File: src/rtl/power_sequencer.sv
// Ordered power-rail sequencer with per-rail power-good checks, settle delays,
// timed shutdown, and a latched emergency-off on any rail or monitor fault.
module power_sequencer #(
    parameter int NUM_RAILS     = 3,
    parameter int SETTLE_CYCLES = 1000,
    parameter int PGOOD_TIMEOUT = 50000
) (
    input  logic                 clk,
    input  logic                 reset,
    input  logic                 start,
    input  logic                 stop,
    input  logic                 clear_fault,
    input  logic [NUM_RAILS-1:0] pgood,
    input  logic                 monitor_error,
    output logic [NUM_RAILS-1:0] rail_en,
    output logic                 monitor_start,
    output logic                 ready,
    output logic                 fault,
    output logic [1:0]           fault_code,
    output logic [2:0]           fault_rail,
    output logic [2:0]           state
);

    typedef enum logic [2:0] {
        S_IDLE      = 3'd0,
        S_UP_WAIT   = 3'd1,
        S_UP_SETTLE = 3'd2,
        S_ON        = 3'd3,
        S_DOWN      = 3'd4,
        S_FAULT     = 3'd5
    } state_e;

    state_e               state_q, state_d;
    logic [2:0]           idx_q, idx_d;
    logic [15:0]          cnt_q, cnt_d;
    logic [NUM_RAILS-1:0] rail_en_q, rail_en_d;
    logic                 mon_q, mon_d;
    logic                 ready_q, ready_d;
    logic                 fault_q, fault_d;
    logic [1:0]           code_q, code_d;
    logic [2:0]           frail_q, frail_d;

    logic [NUM_RAILS-1:0] cur_sel, nxt_sel;
    logic                 pg_cur, lost, active, mon_err, tmo;
    logic                 fault_hit, settle_done, last_rail;
    logic [2:0]           lost_rail;
    logic [1:0]           fcode;
    logic [2:0]           frail;

    assign active = (state_q == S_UP_WAIT) || (state_q == S_UP_SETTLE)
                 || (state_q == S_ON);

    // A rail counts as "up" once its own UP_WAIT is behind it.
    always_comb begin
        cur_sel   = '0;
        nxt_sel   = '0;
        pg_cur    = 1'b0;
        lost      = 1'b0;
        lost_rail = '0;
        for (int i = 0; i < NUM_RAILS; i++) begin
            if (idx_q == 3'(i)) begin
                cur_sel[i] = 1'b1;
                pg_cur     = pgood[i];
            end
            if (idx_q + 3'd1 == 3'(i)) nxt_sel[i] = 1'b1;
        end
        for (int i = NUM_RAILS - 1; i >= 0; i--) begin
            if (active && rail_en_q[i] && !pgood[i] &&
                ((3'(i) < idx_q) ||
                 ((3'(i) == idx_q) && (state_q != S_UP_WAIT)))) begin
                lost      = 1'b1;
                lost_rail = 3'(i);
            end
        end
    end

    assign mon_err     = (state_q == S_ON) && monitor_error;
    assign tmo         = (state_q == S_UP_WAIT) && !pg_cur
                      && (cnt_q == 16'(PGOOD_TIMEOUT - 1));
    assign fault_hit   = lost || mon_err || tmo;
    assign settle_done = (cnt_q == 16'(SETTLE_CYCLES - 1));
    assign last_rail   = (idx_q == 3'(NUM_RAILS - 1));
    assign fcode       = lost ? 2'd2 : (mon_err ? 2'd3 : 2'd1);
    assign frail       = lost ? lost_rail : (mon_err ? 3'd0 : idx_q);

    always_ff @(posedge clk) begin
        if (reset) begin
            state_q   <= S_IDLE;
            idx_q     <= '0;
            cnt_q     <= '0;
            rail_en_q <= '0;
            mon_q     <= 1'b0;
            ready_q   <= 1'b0;
            fault_q   <= 1'b0;
            code_q    <= '0;
            frail_q   <= '0;
        end else begin
            state_q   <= state_d;
            idx_q     <= idx_d;
            cnt_q     <= cnt_d;
            rail_en_q <= rail_en_d;
            mon_q     <= mon_d;
            ready_q   <= ready_d;
            fault_q   <= fault_d;
            code_q    <= code_d;
            frail_q   <= frail_d;
        end
    end

    always_comb begin
        state_d = state_q;
        unique case (state_q)
            S_IDLE:
                if (start && !stop) state_d = S_UP_WAIT;
            S_UP_WAIT:
                if (fault_hit)   state_d = S_FAULT;
                else if (stop)   state_d = (idx_q == 3'd0) ? S_IDLE : S_DOWN;
                else if (pg_cur) state_d = S_UP_SETTLE;
            S_UP_SETTLE:
                if (fault_hit)        state_d = S_FAULT;
                else if (stop)        state_d = (idx_q == 3'd0) ? S_IDLE : S_DOWN;
                else if (settle_done) state_d = last_rail ? S_ON : S_UP_WAIT;
            S_ON:
                if (fault_hit)   state_d = S_FAULT;
                else if (stop)   state_d = (idx_q == 3'd0) ? S_IDLE : S_DOWN;
            S_DOWN:
                if (settle_done && idx_q == 3'd0) state_d = S_IDLE;
            S_FAULT:
                if (clear_fault && !start) state_d = S_IDLE;
            default:
                state_d = S_IDLE;
        endcase
    end

    always_comb begin
        idx_d     = idx_q;
        rail_en_d = rail_en_q;
        mon_d     = mon_q;
        ready_d   = ready_q;
        fault_d   = fault_q;
        code_d    = code_q;
        frail_d   = frail_q;
        cnt_d     = (state_d != state_q) ? 16'd0 : cnt_q + 16'd1;
        unique case (state_q)
            S_IDLE:
                if (state_d == S_UP_WAIT) begin
                    rail_en_d = NUM_RAILS'(1);
                    idx_d     = '0;
                end
            S_UP_WAIT, S_UP_SETTLE, S_ON:
                if (state_d == S_FAULT) begin
                    rail_en_d = '0;
                    mon_d     = 1'b0;
                    ready_d   = 1'b0;
                    fault_d   = 1'b1;
                    code_d    = fcode;
                    frail_d   = frail;
                end else if (state_d == S_DOWN || state_d == S_IDLE) begin
                    rail_en_d = rail_en_q & ~cur_sel;
                    mon_d     = 1'b0;
                    ready_d   = 1'b0;
                    idx_d     = (idx_q == 3'd0) ? 3'd0 : idx_q - 3'd1;
                end else if (state_q == S_UP_SETTLE && state_d == S_UP_WAIT) begin
                    rail_en_d = rail_en_q | nxt_sel;
                    idx_d     = idx_q + 3'd1;
                end else if (state_q == S_UP_SETTLE && state_d == S_ON) begin
                    mon_d     = 1'b1;
                    ready_d   = 1'b1;
                end
            S_DOWN:
                if (settle_done) begin
                    rail_en_d = rail_en_q & ~cur_sel;
                    idx_d     = (idx_q == 3'd0) ? 3'd0 : idx_q - 3'd1;
                    cnt_d     = '0;
                end
            S_FAULT:
                if (state_d == S_IDLE) begin
                    fault_d = 1'b0;
                    code_d  = '0;
                    frail_d = '0;
                end
            default: ;
        endcase
    end

    assign rail_en       = rail_en_q;
    assign monitor_start = mon_q;
    assign ready         = ready_q;
    assign fault         = fault_q;
    assign fault_code    = code_q;
    assign fault_rail    = frail_q;
    assign state         = state_q;

endmodule
File: config.mk
export PLATFORM = sky130hd
export DESIGN_NAME = power_sequencer
export DESIGN_NICKNAME = d
export VERILOG_FILES = /design/src/rtl/power_sequencer.sv
export SDC_FILE = /design/constraint.sdc
export NUM_CORES = 1
export LEC_CHECK = 0
export ABC_AREA = 1
export CAP_MARGIN = 20
export CORE_MARGIN = 2
export CORE_UTILIZATION = 46
export CTS_BUF_LIST = sky130_fd_sc_hd__clkbuf_4 sky130_fd_sc_hd__clkbuf_8 sky130_fd_sc_hd__clkbuf_16
export DETAILED_ROUTE_END_ITERATION = 12
export PLACE_DENSITY = 0.69
export SLEW_MARGIN = 10
export SYNTH_ARGS = -nofsm -noshare
export SYNTH_HDL_FRONTEND = slang
export SYNTH_SLANG_ARGS = --single-unit
File: constraint.sdc
create_clock -name clk -period 2.1 [get_ports clk]
set_input_delay 0.42 -clock clk [delete_from_list [all_inputs] [get_ports clk]]
set_output_delay 0.42 -clock clk [all_outputs]
set_load 0.02 [all_outputs]
==> results.md, run 1 <==
* Status: finished with violations
* Failing checks: negative setup slack
* # fillers at 339
* Cell-internal power at 2.33 mW
* Hold Slack at 0.458 ns
* Max_cap viols at 0
* Pin slew with the least headroom to its limit at 0.404 ns
* Top-count cell post-synth: nand2_1
* Critical path class: reg2reg
* P per Cell Area at 1190 nW/um^2
* CTS Buf Count at 5
* DR vias/cell at 5.13
* Max Slew Vio Count at 0
* Startpoint types: flip-flop
* Total number of H-tree levels at 2
* Synthesized area per cell at 6.56 sq um
* Number of diodes at 0
* TritonCTS clock tree: yes
* Yosys warning count at 0
* Tmin final at 2.37 ns
* Number of routed nets with antenna violations at 0
* Total GRT Usage at 26.1%
* Clock Skew at 0.00262 ns
* First-pass GRT wire length at 10700 um
* Fin worst setup slack at -0.270 ns
* Area delta synth->final at 57.4%
* Top Ports at 23
* Leakage power at 1.52 nW
* Crit path largest cell delay at 0.37 ns
* Worst-path clk slew at 0.07 ns
* Vias post-DR at 2559
* Sw frac at 43.5%
* Clk Latency, worst-skew pair at 0.28 ns
* Cell mode on critical path: nand2_2
* Fmax at 0.422 GHz
* Ys async rst share at 0%
* Setup violations, final at 24
* DR WL met3 at 422 um
* Seq/Total Area, Yosys at 29.1%
* Synth Area in Adders at 3.98%
* Area of the core at 4660 sq um
* Final Hold Viols at 0
* GRT Residual Overflow at 0
* Vias in the first global route at 2356
* Main combinational cell family by area after synthesis: simple AND/OR/NAND/NOR gates
* Area of the die at 5360 sq um
* Layout Nets at 460
* Clock Root Buffer: clkbuf_8
* Main synth FF type: dfxtp_1
* Slew Limit Headroom at 72.9%
* Synth Instances at 336
* 1st-pass router iterations at 5
* Comb pwr share at 65.1%
* Setup tns final at -5.29 ns
* DPL Wire Length at 4740 um
* Initial core utilization at 47.3%
* Post-synth top area cell: dfxtp_1
* Area contributors post-synth: dfxtp_1 (29%), nand2_1 (12%), nor2_1 (8.0%)
* M1 wire length at 2920 um
* Die W at 73.2 um
* Reg area at 649 sq um
* Crit path required time at 2.28 ns
* Synth Area in Simple Gates at 43.4%
* Sequential share of power at 20.2%
* # clock sinks at 32
* VDD IR max at 1.09 mV
* Net Sw Power at 1.79 mW
* Number of synthesized flops with an enable pin at 0
* Final wirelength at 6720 um
* Flop2flop setup slack at -0.27 ns
* FF+latch count, synth at 32
* Hold Buf Count CTS at 0
* Area share of the largest cell type after synthesis at 29.1%
* DR WL/cell at 13.5 um
* CTS max path bufs at 2
* Worst Path Max Fanout at 7
* Die Ht at 73.2 um
* Initial DRC count at 206
* Hold wc startpoint: fault_code[0]
* Worst path slowest cell: dfxtp_4
* Worst min path class: reg2reg
* CP Capture Type: flip-flop
* Layout cells sized above 1 at 40.7%
* Syn_nets at 352
* CP Cell Sequence: inv_4 -> ha_4 -> inv_4 -> nor2_4 -> nand2_2 -> nand3_4 -> nand3_2 -> nand2_1 -> nand2_1 -> nand2_2 -> nand2_2 -> nor2_4 -> nand2_4 -> nor2_4 -> o21bai_1 -> nand2_1 -> nand3_2 -> nand2_2 -> nor2_2
* XOR/XNOR Fraction of Synth Area at 4.77%
* DR WL met2 at 3230 um
* Mux contribution to synthesized area at 0%
* Syn Std Cell Area at 2200 sq um
* Post-synth top cells: nand2_1 (73), nor2_1 (47), inv_1 (40)
* I/O Buffers at 22
* Compound-Gate Fraction of Synth Area at 9.37%
* Distinct cells, synth at 35
* Top Metal Used: met4
* Largest net degree at the start of global routing at 17
* Tcrit/Tclk final at 113%
* Rows at 25
* FF-to-FF Start: idx_q[0]
* DP Worst Slack at -0.471 ns
* Clock power share at 14.7%
* Multi-input gate area at 1590 sq um
* Setup crit start: idx_q[0]
* Util after Layout at 74.4%
* DRC violations left at 0
* RSZ-0062 raised after global routing: true
* GPL Wtd Cong at 1.02
* WP data arrival at 2.55 ns
* Initial antenna violation count at 0
## state kept, by name (all words and copies together) (netlist names)
register,flops
idx_q,3
cnt_q,16
fault_code,2
ready,1
rail_en,3
state,3
fault,1
fault_rail,3
## layout by cell type, fill, tap and decap left out, drive strengths merged
cell           synthesis  final
o21ai                 19     19
or2                    2      2
and3                   2      2
inv                   46     46
buf                    3     83
nor3                   7      7
a31oi                  1      1
nand2                 82     82
o21bai                 1      1
xnor2                  5      5
bufinv                 0      1
o22ai                  1      1
dfxtp                 32     32
xor2                   7      7
clkdlybuf4s50          0     22
clkinv                 0      1
nand3                 33     33
nor2                  63     63
ha                     7      7
a21oi                 15     15
nand3b                 1      1
nor4                   2      2
nand4                  5      5
a211oi                 1      1
clkbuf                 1      6
## area by class of cell
class                      instances  share of cell area (%)
sequential                        32                    18.7
clock buffer                       6                    2.20
clock inverter                     2                    1.01
tap                               54                    1.95
inverter                          46                    5.27
timing repair buffer             105                    25.0
multi-input combinational        254                    45.8
## routing by layer
metal  track usage [%]  vias to the layer above
li1                  -                     1284
met2              40.0                      105
met1              35.0                     1157
met3              5.39                       13
met5                 0                        -
met4              11.5                        0
## final timing paths
kind | to | depth (start not counted)
worst max-delay path | idx_q[0] | 19
worst min-delay path | fault_code[0] | 2
worst max register to register | idx_q[0] | 19
worst min register to register | fault_code[0] | 2
## critical path: cells and delay by family (launching register included)
family	cells	cell delay, ns
compound gates	1	0.08
flops	1	0.37
fa+ha+maj	1	0.15
buf+inv	2	0.13
simple gates	15	1.53
## power groups by stage
stage                     clock (mW)  combinational, mW  sequential [mW]
after global placement             0               2.00            0.814
after detailed placement           0               2.03            0.811
after CTS                      0.614               2.39            0.826
final                          0.606               2.68            0.833
after global routing           0.637               2.88            0.846
after floorplan                    0               1.09            0.861
## per-stage QoR
| stage | cells | power (mW) | instance area, sq um |
|---|---|---|---|
| after floorplan | 336 | 1.95 | 2210 |
| after global placement | 477 | 2.82 | 3000 |
| after detailed placement | 477 | 2.84 | 3000 |
| after CTS | 494 | 3.83 | 3360 |
| after global routing | 499 | 4.37 | 3470 |
| final | 499 | 4.12 | 3470 |
## cells by family after synthesis
group	count (synthesis)
xor gates and xnor gates	12
AOI/OAI and AO/OA	38
and+or+nand+nor	197
DFF	32
buffers and inverters	50
adders and majority gates	7
## what timing repair did
action | 4_1_cts | 5_1_grt
setup buffers | 9 | 5
gates resized for setup | 48 | 23
setup endpoints to repair | 29 | 29
pin swaps | 20 | 17
Note: power is estimated with default switching activity, not from simulation.
==> run 2, diff against run 1 <==
--- a/config.mk
+++ b/config.mk
@@ -10,6 +10,7 @@
 export CORE_MARGIN = 2
 export CORE_UTILIZATION = 46
 export CTS_BUF_LIST = sky130_fd_sc_hd__clkbuf_4 sky130_fd_sc_hd__clkbuf_8 sky130_fd_sc_hd__clkbuf_16
+export CTS_CLUSTER_SIZE = 10
 export DETAILED_ROUTE_END_ITERATION = 12
 export PLACE_DENSITY = 0.69
 export SLEW_MARGIN = 10
==> results of run 2 <==
The final DEF is identical to that of run 1; final timing and power are the same.
